### config.mk
export PLATFORM = sky130hd
export DESIGN_NAME = mem_arbiter
export DESIGN_NICKNAME = d
export VERILOG_FILES = /design/src/rtl/mem_arbiter.sv
export SDC_FILE = /design/constraint.sdc
export NUM_CORES = 1
export LEC_CHECK = 0
export ABC_CLOCK_PERIOD_IN_PS = 3120
export CORE_MARGIN = 5
export CORE_UTILIZATION = 44
export CTS_CLUSTER_DIAMETER = 200
export DETAILED_ROUTE_END_ITERATION = 16
export HOLD_SLACK_MARGIN = 0.02
export PLACE_DENSITY = 0.94
export SLEW_MARGIN = 20
export SYNTH_ARGS = -nofsm -noshare
export SYNTH_HDL_FRONTEND = slang
export SYNTH_SLANG_ARGS = --single-unit
### constraint.sdc
create_clock -name I_clk -period 3.12 [get_ports I_clk]
set_input_delay 0.624 -clock I_clk [delete_from_list [all_inputs] [get_ports I_clk]]
set_output_delay 0.624 -clock I_clk [all_outputs]
set_load 0.02 [all_outputs]
### src/rtl/mem_arbiter.sv
// rtl/mem_arbiter.sv - two-requester arbiter and access sequencer for the shared RAM port
// Grants R0/R1 (round-robin or fixed priority), then runs the ENABLE/WAIT/DONE RAM sequence.
module mem_arbiter #(
  parameter int RAM_LATENCY   = 1,
  parameter int PRIORITY_MODE = 0
) (
  input  logic        I_clk,
  input  logic        I_reset,
  input  logic        I_R0_exec,
  input  logic        I_R0_write,
  input  logic [1:0]  I_R0_size,
  input  logic [15:0] I_R0_addr,
  input  logic [15:0] I_R0_data,
  output logic        O_R0_ready,
  output logic        O_R0_data_ready,
  output logic [15:0] O_R0_data,
  input  logic        I_R1_exec,
  input  logic        I_R1_write,
  input  logic [1:0]  I_R1_size,
  input  logic [15:0] I_R1_addr,
  input  logic [15:0] I_R1_data,
  output logic        O_R1_ready,
  output logic        O_R1_data_ready,
  output logic [15:0] O_R1_data,
  output logic        O_RAM_enable,
  output logic        O_RAM_write,
  output logic [1:0]  O_RAM_size,
  output logic [15:0] O_RAM_addr,
  output logic [15:0] O_RAM_data,
  input  logic [15:0] I_RAM_data,
  output logic        O_busy,
  output logic        O_grant
);

  localparam int CW = (RAM_LATENCY > 1) ? $clog2(RAM_LATENCY) : 1;
  localparam logic [CW-1:0] CNT_LAST = CW'(RAM_LATENCY - 1);

  typedef enum logic [1:0] {S_IDLE, S_ENABLE, S_WAIT, S_DONE} state_t;

  state_t        state, state_nxt;
  logic [CW-1:0] cnt, cnt_nxt;
  logic          ram_enable, ram_enable_nxt;
  logic          ram_write, ram_write_nxt;
  logic [1:0]    ram_size, ram_size_nxt;
  logic [15:0]   ram_addr, ram_addr_nxt;
  logic [15:0]   ram_data, ram_data_nxt;
  logic          lat_write, lat_write_nxt;
  logic          grant, grant_nxt;
  logic          ready0, ready0_nxt, ready1, ready1_nxt;
  logic          dr0, dr0_nxt, dr1, dr1_nxt;
  logic [15:0]   data0, data0_nxt, data1, data1_nxt;
  logic          req0, req1, win;

  always_ff @(posedge I_clk or negedge I_reset) begin
    if (!I_reset) begin
      state      <= S_IDLE;
      cnt        <= '0;
      ram_enable <= 1'b0;
      ram_write  <= 1'b0;
      ram_size   <= '0;
      ram_addr   <= '0;
      ram_data   <= '0;
      lat_write  <= 1'b0;
      grant      <= 1'b1;
      ready0     <= 1'b1;
      ready1     <= 1'b1;
      dr0        <= 1'b0;
      dr1        <= 1'b0;
      data0      <= '0;
      data1      <= '0;
    end else begin
      state      <= state_nxt;
      cnt        <= cnt_nxt;
      ram_enable <= ram_enable_nxt;
      ram_write  <= ram_write_nxt;
      ram_size   <= ram_size_nxt;
      ram_addr   <= ram_addr_nxt;
      ram_data   <= ram_data_nxt;
      lat_write  <= lat_write_nxt;
      grant      <= grant_nxt;
      ready0     <= ready0_nxt;
      ready1     <= ready1_nxt;
      dr0        <= dr0_nxt;
      dr1        <= dr1_nxt;
      data0      <= data0_nxt;
      data1      <= data1_nxt;
    end
  end

  always_comb begin
    state_nxt      = state;
    cnt_nxt        = cnt;
    ram_enable_nxt = ram_enable;
    ram_write_nxt  = ram_write;
    ram_size_nxt   = ram_size;
    ram_addr_nxt   = ram_addr;
    ram_data_nxt   = ram_data;
    lat_write_nxt  = lat_write;
    grant_nxt      = grant;
    ready0_nxt     = ready0;
    ready1_nxt     = ready1;
    dr0_nxt        = 1'b0;
    dr1_nxt        = 1'b0;
    data0_nxt      = data0;
    data1_nxt      = data1;
    req0           = 1'b0;
    req1           = 1'b0;
    win            = 1'b0;

    case (state)
      S_IDLE: begin
        req0 = I_R0_exec & ready0;
        req1 = I_R1_exec & ready1;
        // On a tie, round-robin favours whoever was not granted last.
        if (req0 && req1) win = (PRIORITY_MODE != 0) ? 1'b0 : ~grant;
        else              win = req1;
        if (req0 || req1) begin
          grant_nxt      = win;
          ram_enable_nxt = 1'b1;
          ram_write_nxt  = win ? I_R1_write : I_R0_write;
          lat_write_nxt  = win ? I_R1_write : I_R0_write;
          ram_size_nxt   = win ? I_R1_size  : I_R0_size;
          ram_addr_nxt   = win ? I_R1_addr  : I_R0_addr;
          ram_data_nxt   = win ? I_R1_data  : I_R0_data;
          if (win) ready1_nxt = 1'b0;
          else     ready0_nxt = 1'b0;
          state_nxt = S_ENABLE;
        end
      end
      S_ENABLE: begin
        ram_enable_nxt = 1'b0;
        ram_write_nxt  = 1'b0;
        cnt_nxt        = '0;
        state_nxt      = S_WAIT;
      end
      S_WAIT: begin
        if (cnt == CNT_LAST) state_nxt = S_DONE;
        else                 cnt_nxt   = cnt + 1'b1;
      end
      S_DONE: begin
        // Read data is captured at the edge that closes DONE, alongside the pulse.
        if (grant) begin
          ready1_nxt = 1'b1;
          dr1_nxt    = 1'b1;
          if (!lat_write) data1_nxt = I_RAM_data;
        end else begin
          ready0_nxt = 1'b1;
          dr0_nxt    = 1'b1;
          if (!lat_write) data0_nxt = I_RAM_data;
        end
        state_nxt = S_IDLE;
      end
      default: state_nxt = S_IDLE;
    endcase
  end

  assign O_R0_ready      = ready0;
  assign O_R0_data_ready = dr0;
  assign O_R0_data       = data0;
  assign O_R1_ready      = ready1;
  assign O_R1_data_ready = dr1;
  assign O_R1_data       = data1;
  assign O_RAM_enable    = ram_enable;
  assign O_RAM_write     = ram_write;
  assign O_RAM_size      = ram_size;
  assign O_RAM_addr      = ram_addr;
  assign O_RAM_data      = ram_data;
  assign O_busy          = (state != S_IDLE);
  assign O_grant         = grant;

endmodule

==> results.txt <==
----------------------------------------------------
[Worst setup path]
  CP required ... 2500 ps
  Path length in cells of the critical path ... 4
  Arrival time of data at the critical path endpoint ... 1860 ps
  Cell at the slowest stage of the critical path ... sky130_fd_sc_hd__clkdlybuf4s50_1
  R2R cell count ... 4
  Crit Path Category ... flop to output port
  Slowest cell delay on critical path ... 640 ps
  Cell family contributing the most delay on the critical path ... buffers and inverters
  Total buffers and inverters traversed by the critical path ... 3
  Register-to-register setup slack ... 1110 ps
  Kind of start point of the critical path ... flop
  Cell breakdown of the critical path ... inv_1 > ha_1 > inv_2 > clkdlybuf4s50_1
  Top fanout value on the critical path ... 5
  CP Capture Type ... output port

[Die]
  Width of the chip ... around 100 µm
  Floorplan die area ... 9490 µm²
  Vert. Die Dim ... 97.4 µm
  Num ports ... 164
  Floorplan row count ... 31
  Total core area ... 7330 µm²
  Initial Util ... between 40 and 50%

[Global route]
  M3 GR Usage ... 8.18%
  Global-route wire length before repair ... 15.5 mm
  Global-route track usage on met2 ... 35.2%
  Global route overflow ... 0
  Met1 Use GR ... 23.3%
  Vias in the first global route ... 3,047
  Most used routing layer ... met2
  Largest net degree at the start of global routing ... 77
  Antenna violations before repair ... 0
  Global-route total usage across every layer ... 20.6%

[Clocking]
  Clock latency on the worst-skew pair ... about 350 ps
  Number of clock sinks seen by CTS ... 76
  CTS Buf Count ... 9
  Number of hold-repair buffers added at the cts stage ... 0
  Clock edge transition at the registers on the reported setup and hold paths ... 80 ps
  CTS H-Tree Depth ... 3
  Count of instances resized after the clock tree is built ... 0
  TritonCTS clock tree ... built
  Number of buffers on the longest clock path ... 2
  Clock root buffer ... sky130_fd_sc_hd__clkbuf_8
  Post-CTS Setup Repair Bufs ... 0

[Place]
  RD Place Congestion ... 0.771
  Post-placement worst setup slack ... 722 ps
  Count of input and output buffers ... 163
  Detailed placement HPWL ... 7.39 mm
  Number of placed instances with taps included ... 552

[Yosys]
  Most used DFF post-synth ... sky130_fd_sc_hd__dfrtp_1
  Post-synthesis sequential area ratio ... 56.7%
  Top cell type by total area after synthesis ... sky130_fd_sc_hd__dfrtp_1
  Post-synthesis register bit count ... 76
  Commonest cells in the netlist ... 73 x sky130_fd_sc_hd__dfrtp_1, 69 x sky130_fd_sc_hd__a21oi_1, 40 x sky130_fd_sc_hd__nand2_1
  Gate count after technology mapping ... 304
  Share of flip-flops with an asynchronous set or reset ... 100%
  YS warnings ... 0
  Top-area cell type share of the netlist area ... 54.3%
  Number of nets in the synthesized netlist ... 399
  Mean Syn Cell Area ... between 10 and 15 µm²
  Top cells by area in the synthesized netlist ... sky130_fd_sc_hd__dfrtp_1 54%, sky130_fd_sc_hd__a21oi_1 10%, sky130_fd_sc_hd__mux2_4 8.9%
  Most frequent cell after synthesis ... sky130_fd_sc_hd__dfrtp_1
  Number of distinct standard cells referenced by the synthesized netlist ... 29
  EDFF count, synth ... 0
  Post-synthesis cell area ... between 3000 and 4000 µm²

[STA]
  Transition time at the pin with the least slew margin ... 942 ps
  Endpoints failing hold ... 0
  Final setup violation count ... 0
  Post-route minimum period ... 2480 ps
  RSZ-0062 raised after global routing ... false
  Max frequency ... 0.403 GHz
  Post-route clock period utilization ... 79.6%
  Slew Limit Headroom ... a little under two fifths
  Count of final max-slew check failures ... 0
  Final Skew ... between 10 and 15 ps
  Final setup slack of the worst path ... around 640 ps
  Accumulated negative setup slack ... 0 ps

[Detailed routing]
  Detailed Route WL ... 9.85 mm
  Detailed-route via count ... 2,915
  Remaining antenna violation count ... 0
  DRC viols ... 0
  Routed wire length per instance ... 17.3 µm
  Drt pass-1 iters ... 4
  Violation count after the first detailed-route iteration ... ~130
  Via-per-instance ratio ... 5.13

[Layout]
  Number of nets at the end of the flow ... 559
  Multi-input gate area ... 1300 µm²
  Antenna diode count ... 0
  Post-layout instance count excluding filler cells ... 568
  Number of inserted filler cells in the final layout ... 496
  Flip-flop and latch area ... 1910 µm²
  Area delta synth->final ... 54.7%
  Fraction of final layout cells with drive strength greater than 1 ... between 10 and 15%

[Min path]
  Hold crit path type ... primary input to asynchronous set/reset pin

[Power]
  Total power per unit cell area ... 1070 nW/µm²
  Peak ir drop on the vdd network ... 0.000548 V
  Leakage dissipation ... 2.26 nW

[Job]
  Maxcap violations ... 0

[Status]
  Outcome ... completed

----------------------------------------------------
==> power breakdown <==
group	total, mW	internal (mW)	switching, mW
sequential	1.79	1.50	0.295
clock	0.762	0.390	0.372
combinational	3.02	1.49	1.53
==> flip-flops by register name, indices dropped and copies added, names as in the netlist <==
name	flops
O_RAM_write	1
O_RAM_size	2
O_RAM_enable	1
O_R0_data	16
O_R0_data_ready	1
O_RAM_addr	16
O_R0_ready	1
O_grant	1
O_R1_data_ready	1
lat_write	1
O_RAM_data	16
state	2
O_R1_data	16
O_R1_ready	1
==> cells in the final DEF, fill, tap and decap left out, drive strengths merged <==
cell type,netlist,final
nor2b,2,2
a21oi,70,70
buf,17,5
nand3,3,3
clkbuf,1,10
clkinv,0,3
dfstp,3,3
nor2,37,37
bufinv,0,1
a21o,1,1
nand2b,1,1
o22ai,1,1
dfrtp,73,73
ha,5,5
o21ai,10,10
mux2,32,32
mux2i,1,1
clkinvlp,0,2
and2,1,1
clkdlybuf4s50,0,162
nand2,41,41
and2b,1,1
inv,4,4
==> area by class of cell <==
| class | count | area share (%) |
|---|---|---|
| Clock buffer | 10 | 2.65 |
| Timing Repair Buffer | 167 | 31.9 |
| Tap cell | 99 | 2.38 |
| Multi-Input combinational cell | 206 | 24.9 |
| Clock inverter | 6 | 1.23 |
| Sequential cell | 76 | 36.6 |
| Inverter | 4 | 0.289 |
==> kinds of logic (layout without fill, tap and decap cells) <==
| group | after synthesis | after routing | share of synthesized area [%] |
|---|---|---|---|
| and+or+nand+nor | 86 | 86 | 10.7 |
| DFF | 76 | 76 | 56.7 |
| AOI/OAI and AO/OA | 82 | 82 | 12.6 |
| adders and majority gates | 5 | 5 | 1.86 |
| muxes | 33 | 33 | 13.2 |
| buffers and inverters | 22 | 187 | 4.87 |
==> through the flow <==
step | cell area, µm² | util [%] | total power [mW] | hold WS, ps
after floorplan | 3360 | - | 3.49 | 328
after global placement | 5000 | 68.2 | 4.72 | 489
after detailed placement | 5000 | 68.2 | 4.85 | 491
after CTS | 5200 | 71.0 | 5.62 | 446
after global routing | 5200 | 71.0 | 5.90 | 485
final | 5200 | 71.0 | 5.57 | 402
==> worst paths after layout <==
kind	endpoint	startpoint
min reg2reg	O_R1_data[1]$_DFFE_PN0P_	O_R1_data[1]$_DFFE_PN0P_
max in group asynchronous	O_RAM_data[0]$_DFFE_PN0P_	I_reset
min in group I_clk	O_R1_data[1]$_DFFE_PN0P_	O_R1_data[1]$_DFFE_PN0P_
max reg2reg	O_R0_data[1]$_DFFE_PN0P_	state[1]$_DFFE_PN0P_
max	O_busy	state[0]$_DFFE_PN0P_
min	state[1]$_DFFE_PN0P_	I_reset
==> per-layer routing <==
metal / up-vias / share of wire, % / wire length [µm]
li1: 1344 / - / -
met5: - / 0 / 0
met1: 1415 / 39 / 3840
met4: 0 / 2.0 / 201
met3: 16 / 9.0 / 884
met2: 140 / 50 / 4920
Power figures use the tool's default switching activity.
